[src/rtl/wb_stage_pkg.sv]
// Shared types for the writeback stage: op encoding, MEM/WB latch payload,
// register count and the stage's occupancy states.
package wb_stage_pkg;

  localparam int unsigned REG_COUNT = 32;
  localparam int unsigned AW        = $clog2(REG_COUNT);

  typedef logic [31:0] u32_t;

  typedef enum logic [1:0] {
    MEM_OP_NONE  = 2'd0,
    MEM_OP_LOAD  = 2'd1,
    MEM_OP_STORE = 2'd2
  } mem_op_t;

  typedef struct packed {
    logic [AW-1:0] rd_addr;
    u32_t          rd_data;
    mem_op_t       mem_op;
  } wb_params_t;

  typedef enum logic [1:0] {
    WB_EMPTY,
    WB_COMMIT,
    WB_WAIT_LOAD
  } wb_state_e;

endpackage

[src/rtl/wb_stage_if.sv]
// Bundle between the writeback stage and its neighbours: MEM/WB handshake,
// data-memory return, decode read ports and retirement status.
interface wb_stage_if;
  import wb_stage_pkg::*;

  wb_params_t    wb_params;
  logic          in_valid;
  logic          busy;
  u32_t          load_data;
  logic          load_valid;
  logic [AW-1:0] rs1_addr;
  logic [AW-1:0] rs2_addr;
  u32_t          rs1_data;
  u32_t          rs2_data;
  logic          retire;
  u32_t          retire_count;

  modport master (
    output wb_params, in_valid, load_data, load_valid, rs1_addr, rs2_addr,
    input  busy, rs1_data, rs2_data, retire, retire_count
  );

  modport slave (
    input  wb_params, in_valid, load_data, load_valid, rs1_addr, rs2_addr,
    output busy, rs1_data, rs2_data, retire, retire_count
  );
endinterface

[src/rtl/wb_stage_reg_file.sv]
// Architectural register file: one write port, two combinational read ports
// with same-cycle write bypass; register 0 always reads as zero.
module reg_file #(
  parameter int unsigned REG_COUNT = wb_stage_pkg::REG_COUNT,
  parameter int unsigned AW        = $clog2(REG_COUNT)
) (
  input  logic          clk_i,
  input  logic          rst_i,
  input  logic          we_i,
  input  logic [AW-1:0] waddr_i,
  input  logic [31:0]   wdata_i,
  input  logic [AW-1:0] raddr1_i,
  input  logic [AW-1:0] raddr2_i,
  output logic [31:0]   rdata1_o,
  output logic [31:0]   rdata2_o
);

  logic [31:0] regs_q [REG_COUNT];

  // Array update; writes to register 0 are dropped so it stays zero.
  always_ff @(posedge clk_i) begin
    if (rst_i) begin
      for (int unsigned i = 0; i < REG_COUNT; i++) regs_q[i] <= '0;
    end else if (we_i && (waddr_i != '0)) begin
      regs_q[waddr_i] <= wdata_i;
    end
  end

  // Read ports: zero register first, then bypass of this cycle's write, then array.
  always_comb begin
    rdata1_o = regs_q[raddr1_i];
    rdata2_o = regs_q[raddr2_i];
    if (raddr1_i == '0)                      rdata1_o = '0;
    else if (we_i && (waddr_i == raddr1_i))  rdata1_o = wdata_i;
    if (raddr2_i == '0)                      rdata2_o = '0;
    else if (we_i && (waddr_i == raddr2_i))  rdata2_o = wdata_i;
  end

endmodule

[src/rtl/wb_stage.sv]
// Writeback stage: MEM/WB latch, load completion, register-file commit and
// retired-instruction counter.
module wb_stage #(
  parameter int unsigned REG_COUNT = wb_stage_pkg::REG_COUNT,
  parameter int unsigned AW        = $clog2(REG_COUNT)
) (
  input  logic       clk,
  input  logic       rst,
  wb_stage_if.slave  bus
);
  import wb_stage_pkg::*;

  wb_state_e  state;
  logic       valid_q, valid_d;
  wb_params_t params_q, params_d;
  u32_t       retire_count_q;
  logic       commit;
  logic       accept;
  logic       rf_we;
  u32_t       rf_wdata;

  // Occupancy state is derived from the latch and this cycle's load return.
  always_comb begin
    state = WB_EMPTY;
    if (valid_q) begin
      if ((params_q.mem_op == MEM_OP_LOAD) && !bus.load_valid) state = WB_WAIT_LOAD;
      else                                                     state = WB_COMMIT;
    end
  end

  // Next latch contents, handshake outputs and register-file write request.
  always_comb begin
    commit       = (state == WB_COMMIT);
    bus.busy     = (state == WB_WAIT_LOAD);
    bus.retire   = commit;
    accept       = bus.in_valid && (state != WB_WAIT_LOAD);
    valid_d      = valid_q;
    params_d     = params_q;
    if (accept) begin
      valid_d  = 1'b1;
      params_d = bus.wb_params;
    end else if (commit) begin
      valid_d  = 1'b0;
    end
    rf_we    = commit && (params_q.mem_op != MEM_OP_STORE) && (params_q.rd_addr != '0);
    rf_wdata = (params_q.mem_op == MEM_OP_LOAD) ? bus.load_data : params_q.rd_data;
  end

  // Latch and retirement counter; the counter wraps naturally at 32 bits.
  always_ff @(posedge clk) begin
    if (rst) begin
      valid_q        <= 1'b0;
      params_q       <= '0;
      retire_count_q <= '0;
    end else begin
      valid_q  <= valid_d;
      params_q <= params_d;
      if (commit) retire_count_q <= retire_count_q + 32'd1;
    end
  end

  assign bus.retire_count = retire_count_q;

  reg_file #(
    .REG_COUNT (REG_COUNT),
    .AW        (AW)
  ) u_reg_file (
    .clk_i    (clk),
    .rst_i    (rst),
    .we_i     (rf_we),
    .waddr_i  (params_q.rd_addr),
    .wdata_i  (rf_wdata),
    .raddr1_i (bus.rs1_addr),
    .raddr2_i (bus.rs2_addr),
    .rdata1_o (bus.rs1_data),
    .rdata2_o (bus.rs2_data)
  );

endmodule
[src/flat_wrapper.sv]
// flat-port wrapper written by rule: the top's interface ports become plain ports
module wb_stage_flat import wb_stage_pkg::*;
#(
  parameter int unsigned REG_COUNT = wb_stage_pkg::REG_COUNT,
  parameter int unsigned AW        = $clog2(REG_COUNT)
)
  (clk, rst, bus_wb_params, bus_in_valid, bus_load_data, bus_load_valid, bus_rs1_addr, bus_rs2_addr, bus_busy, bus_rs1_data, bus_rs2_data, bus_retire, bus_retire_count);
  wb_stage_if bus_i ();
  input  logic clk;
  input  logic rst;
  input wire logic [$bits(bus_i.wb_params)-1:0] bus_wb_params;
  input wire logic [$bits(bus_i.in_valid)-1:0] bus_in_valid;
  input wire logic [$bits(bus_i.load_data)-1:0] bus_load_data;
  input wire logic [$bits(bus_i.load_valid)-1:0] bus_load_valid;
  input wire logic [$bits(bus_i.rs1_addr)-1:0] bus_rs1_addr;
  input wire logic [$bits(bus_i.rs2_addr)-1:0] bus_rs2_addr;
  output wire logic [$bits(bus_i.busy)-1:0] bus_busy;
  output wire logic [$bits(bus_i.rs1_data)-1:0] bus_rs1_data;
  output wire logic [$bits(bus_i.rs2_data)-1:0] bus_rs2_data;
  output wire logic [$bits(bus_i.retire)-1:0] bus_retire;
  output wire logic [$bits(bus_i.retire_count)-1:0] bus_retire_count;
  assign bus_i.wb_params = bus_wb_params;
  assign bus_i.in_valid = bus_in_valid;
  assign bus_i.load_data = bus_load_data;
  assign bus_i.load_valid = bus_load_valid;
  assign bus_i.rs1_addr = bus_rs1_addr;
  assign bus_i.rs2_addr = bus_rs2_addr;
  assign bus_busy = bus_i.busy;
  assign bus_rs1_data = bus_i.rs1_data;
  assign bus_rs2_data = bus_i.rs2_data;
  assign bus_retire = bus_i.retire;
  assign bus_retire_count = bus_i.retire_count;
  wb_stage #(.REG_COUNT(REG_COUNT), .AW(AW)) u_core (.clk(clk), .rst(rst), .bus(bus_i));
endmodule
[config.mk]
export PLATFORM = sky130hd
export DESIGN_NAME = wb_stage_flat
export DESIGN_NICKNAME = d
export VERILOG_FILES = /design/src/rtl/wb_stage_pkg.sv /design/src/rtl/wb_stage_if.sv /design/src/rtl/wb_stage_reg_file.sv /design/src/rtl/wb_stage.sv /design/src/flat_wrapper.sv
export SDC_FILE = /design/constraint.sdc
export NUM_CORES = 2
export LEC_CHECK = 0
export ABC_AREA = 1
export CORE_ASPECT_RATIO = 2
export CORE_MARGIN = 5
export CORE_UTILIZATION = 29
export CTS_CLUSTER_DIAMETER = 150
export DETAILED_ROUTE_END_ITERATION = 7
export DONT_BUFFER_PORTS = 1
export PLACE_DENSITY = 0.5
export RECOVER_POWER = 50
export SLEW_MARGIN = 5
export SYNTH_ARGS = -nofsm -noshare
export SYNTH_HDL_FRONTEND = slang
export SYNTH_SLANG_ARGS = --single-unit
[constraint.sdc]
create_clock -name clk -period 9.1 [get_ports clk]
set_clock_uncertainty 0.15 [all_clocks]
set_input_delay 1.82 -clock clk [delete_from_list [all_inputs] [get_ports clk]]
set_output_delay 1.82 -clock clk [all_outputs]
set_load 0.02 [all_outputs]
# Yosys cells after proc, flatten, opt, wreduce, memory -nomap -nowiden
# Memories as Yosys holds them, arrays and structs flattened.
# Index checks and enable logic that the tools add are counted.
# classes
reduce_logical	13
eq_ne	7
addsub	1
mux	17
# ops
op	count
two-way mux 32 bit	6
adder 32 x 1 -> 32 bit, second input constant	1
OR reduction 32 bit	1
equality test 5 bit	2
zero test 5 bit	2
two-way mux 1 bit	8
logical AND 1 bit	7
two-way mux 5 bit	1
nonzero test 5 bit	1
equality test 2 x 1 -> 1 bit, second input constant	2
two-way mux 2 bit	2
inequality test 2 bit, second input constant	2
equality test 2 bit, second input constant	1
nonzero test 2 bit	1
zero test 1 bit	1
# totals
mem_bits_rw	1024
n_memories	1
register_bits	72
# memory_table
memory	words	width	read_ports	rd_ports_with_merged_regs	wr	line	source
u_core.u_reg_file.regs_q	32	32	2	0	32	wb_stage_reg_file.sv:18	logic [31:0] regs_q [REG_COUNT];

# Logic depth before layout (Yosys ltp)
# depth
ltp_word	13
mapped_depth	13

# Modules after synthesis
# A second synthesis with hierarchy kept.
# hier_totals
hier_cells	7998
area_unflattened_um2	61636.6
# modules_own_cells
mod	area_each_um2	n_inst	cells_per_inst
reg_file	58040.7	1	7427
wb_stage	3595.9	1	571

# Worst setup path before layout
# OpenSTA, ideal clock, no wires.
# synth_path
kind	input-to-output
startpoint	input port bus_rs1_addr[0]
endpoint	output port bus_rs1_data[30]
required_ps	7130
setup_slack_ps	3606
path_stages	10
arrival_ps	3524
cell_sequence	buf_2 clkbuf_1 clkbuf_1 clkbuf_1 o211ai_1 nand3_1 nand3_1 a21oi_1 nor2_1 nor2_1
# synth_via
elab_chain_cells	4
elab_cells_between_ends	6
classes_between	eq/ne: 1; mux: 2; reduce/logical: 2; memory: 1
# synth_rtl
element	line	source
start, declared	flat_wrapper.sv:15	input wire logic [$bits(bus_i.rs1_addr)-1:0] bus_rs1_addr;
branches (longest 3 deep; another with memory (32 x 32 bit))	n/a	
two-way mux 32 bit (*)	wb_stage_reg_file.sv:33	if (raddr1_i == '0) rdata1_o = '0;
end, declared	flat_wrapper.sv:18	output wire logic [$bits(bus_i.rs1_data)-1:0] bus_rs1_data;
# Mark *: on every way between the ends.

==> results.md <==
* Status: complete, but fails checks
* Violated checks: DRC, capacitance limit, slew limit
* Most frequent cells in the layout: nand2_1 (1,571), nor2_1 (1,312), edfxtp_1 (1,024), nand3_1 (919), inv_1 (835)
* Total Wirelength at approximately 280,000 µm
* Fin Setup TNS at 0 ns
* Ys Warns at 0
* TritonRoute pass-1 iters at 8
* Hold path depth at 2
* Clock Tree Root: clkbuf_16
* P_int at 8.63 mW
* P per Cell Area at roughly 180 nW/µm²
* Max_cap viols at 11
* Post-Syn Instances at 7,907
* Antenna violations before repair at 14
* Cts hold-fix bufs at 0
* DRC at 5
* Initial DRC count at 6,802
* Crit. End Element: register
* Routed via count at approximately 57,000
* Syn Area/Cell at 7.78 µm²
* LEAKAGE at 27.0 nW
* Seq/Total Area, Yosys at 0.524
* Finished Core Util at 0.320
* First-pass GRT wire length at roughly 390,000 µm
* Initial core utilization at 0.291
* Startpoint types: input port
* Critical Path AT at 7.87 ns
* Setup repair bufs after CTS at 0
* Finished Cell Area at 67,700 µm²
* Antenna Violating Nets Remaining at 0
* Most common cell after layout, fill and taps aside: nand2_1
* Synth cell types at 32
* Vias per std cell at 5.49
* Setup violators final at 0
* Max Slew Vio Count at 313
* Post-Syn Area at 61,500 µm²
* Die W at about 340 µm
* Top-Level Pins at 183
* Die Area at about 220,000 µm²
* Area grow syn2layout at 10.1%
* WL/cell at between 20 and 30 µm
* Unrepaired setup endpoints after global routing: no
* Comb pwr share at 0.130
* Required time of the critical path at a little over 9 ns
* Area after DPL at 64,100 µm²
* Tmin final at 7.62 ns
* Post-CTS Resized at 0
* Clock Sinks at 1,096
* Crit-path max FO at 55
* Crit share post-route at 0.837
* GRT Total Usage at 0.238
* Final net count at 7,588
* Min-Delay Path Class: reg -> reg
* Hold Fails Final Rpt at 0
* Total CTS buffers at 107
* Worst vdd ir at 163 µV
* Row count at 239
* FF+latch count, synth at roughly 1,100
* Sequential group share of total power at 0.477
* Final HPWL DP at 150,000 µm
* Core area at 211,000 µm²
* Clk pwr share at 0.393
* Fillers at 22,208
* Slew headroom at -1.55
* Worst-margin pin slew at 3.82 ns
* Share of cells above drive strength 1 at 0.0537
* GR Overflow Total at 0
* Switching Share at 0.285
* Vias in the first global route at 55,063
* Critical path class: in -> reg
* Largest net degree at the start of global routing at about 620
* Die Y-Extent at 661 µm
* Reported net switching power at around 3.4 mW
* Fmax at 131 MHz
* CTS clk-pin slew, worst paths at 0.06 ns
* Placer Congestion at around 0.86
* Port buffer count at 0
* Insertion delay to the later sink of the worst-skew pair at 0.76 ns
* R2R cell count at 13
* H-tree levels at 3
* Max Root-Sink Buffers at 3
* CTS tree: done
## power by group through the flow
stage	clock network, mW	registers [mW]	logic (mW)
floorplan	0	5.83	1.04
global placement	0	5.85	1.54
detailed placement	0	5.86	1.56
CTS	4.78	5.75	1.56
global route	4.96	5.77	1.69
finish	4.75	5.75	1.57
## metrics by stage
step                      hold WS, ns  std cells  total power [mW]  setup slack, ns
after floorplan                 0.280       7938              6.88             3.61
after global placement          0.290      10164              7.39             2.33
after detailed placement        0.295      10164              7.41             2.28
after CTS                       0.306      10364              12.1             2.29
after global routing            0.337      10365              12.4             1.36
final                           0.302      10368              12.1             1.48
## routing by layer
metal  GRT usage  share of wire  vias to the layer above
li1            -              -                    25096
met1       0.275           0.36                    27689
met2       0.403           0.47                     3278
met3      0.0466          0.093                      877
met4       0.154          0.076                       14
met5           0        0.00033                        -
## final timing paths
path	from	to	slack [ns]
max reg2reg	u_core.params_q[0]	u_core.u_reg_file.regs_q[26][20]	1.64
min reg2reg	u_core.params_q[8]	u_core.params_q[8]	0.30
max	rst	u_core.u_reg_file.regs_q[26][20]	1.48
min	u_core.params_q[8]	u_core.params_q[8]	0.30
## state kept, by name (all words and copies together), names as in the netlist
| register | count |
|---|---|
| u_core.params_q | 39 |
| u_core.bus.retire_count | 32 |
| u_core.u_reg_file.regs_q | 1024 |
| u_core.valid_q | 1 |
## cell type report
class / instances / area (µm²) / share of cell area
antenna: 4 / 10.0 / 0.000148
clock buffer: 131 / 2890 / 0.0427
clock inverter: 69 / 708 / 0.0105
inverter: 844 / 3200 / 0.0473
multi-input combinational: 5334 / 24200 / 0.358
sequential: 1096 / 32200 / 0.476
tap: 2771 / 3470 / 0.0512
timing repair buffer: 119 / 976 / 0.0144
## kinds of logic (layout without fill, tap and decap cells)
| family | Yosys count | in the layout | synth area share |
|---|---|---|---|
| simple gates | 3947 | 3947 | 0.263 |
| buf+inv | 1508 | 1163 | 0.0921 |
| compound gates | 1324 | 1324 | 0.116 |
| flops | 1096 | 1096 | 0.524 |
| mux | 16 | 16 | 0.00260 |
| xor+xnor | 14 | 14 | 0.00199 |
| fa+ha+maj | 1 | 1 | 0.000203 |
| other cells | 1 | 36 | 0.0000610 |
## cells in the mapped netlist
cell	count	area, µm²
nand2_1	1633	6130
nor2_1	1315	4940
edfxtp_1	1024	30700
nand3_1	919	4600
inv_1	839	3150
o21ai_0	585	2930
clkbuf_1	579	2170
a21oi_1	528	2640
o211ai_1	176	1320
buf_1	83	312
dfxtp_1	72	1440
or2_2	36	225
nor3_1	19	95.1
mux2i_1	16	160
a211oi_1	15	113
o21a_1	15	113
nand3b_1	8	60.1
nand4_1	8	50.1
xnor2_1	7	61.3
xor2_1	7	61.3
a31oi_1	3	18.8
clkinv_1	3	11.3
nor2_2	3	18.8
nor3_4	3	48.8
buf_2	2	10.0
inv_2	2	7.51
nor3b_1	2	15.0
conb_1	1	3.75
ha_1	1	12.5
nand2_2	1	6.26
o21ai_1	1	5.00
o22ai_1	1	6.26
## critical path, cell delays in order
cell and delay, ns:
clkinvlp_2 1.27, nand2_1 0.66, nor3_1 0.34, nand2_2 0.13
clkbuf_1 2.24, nand2_2 0.69, buf_4 0.59
Power figures use the tool's default switching activity.
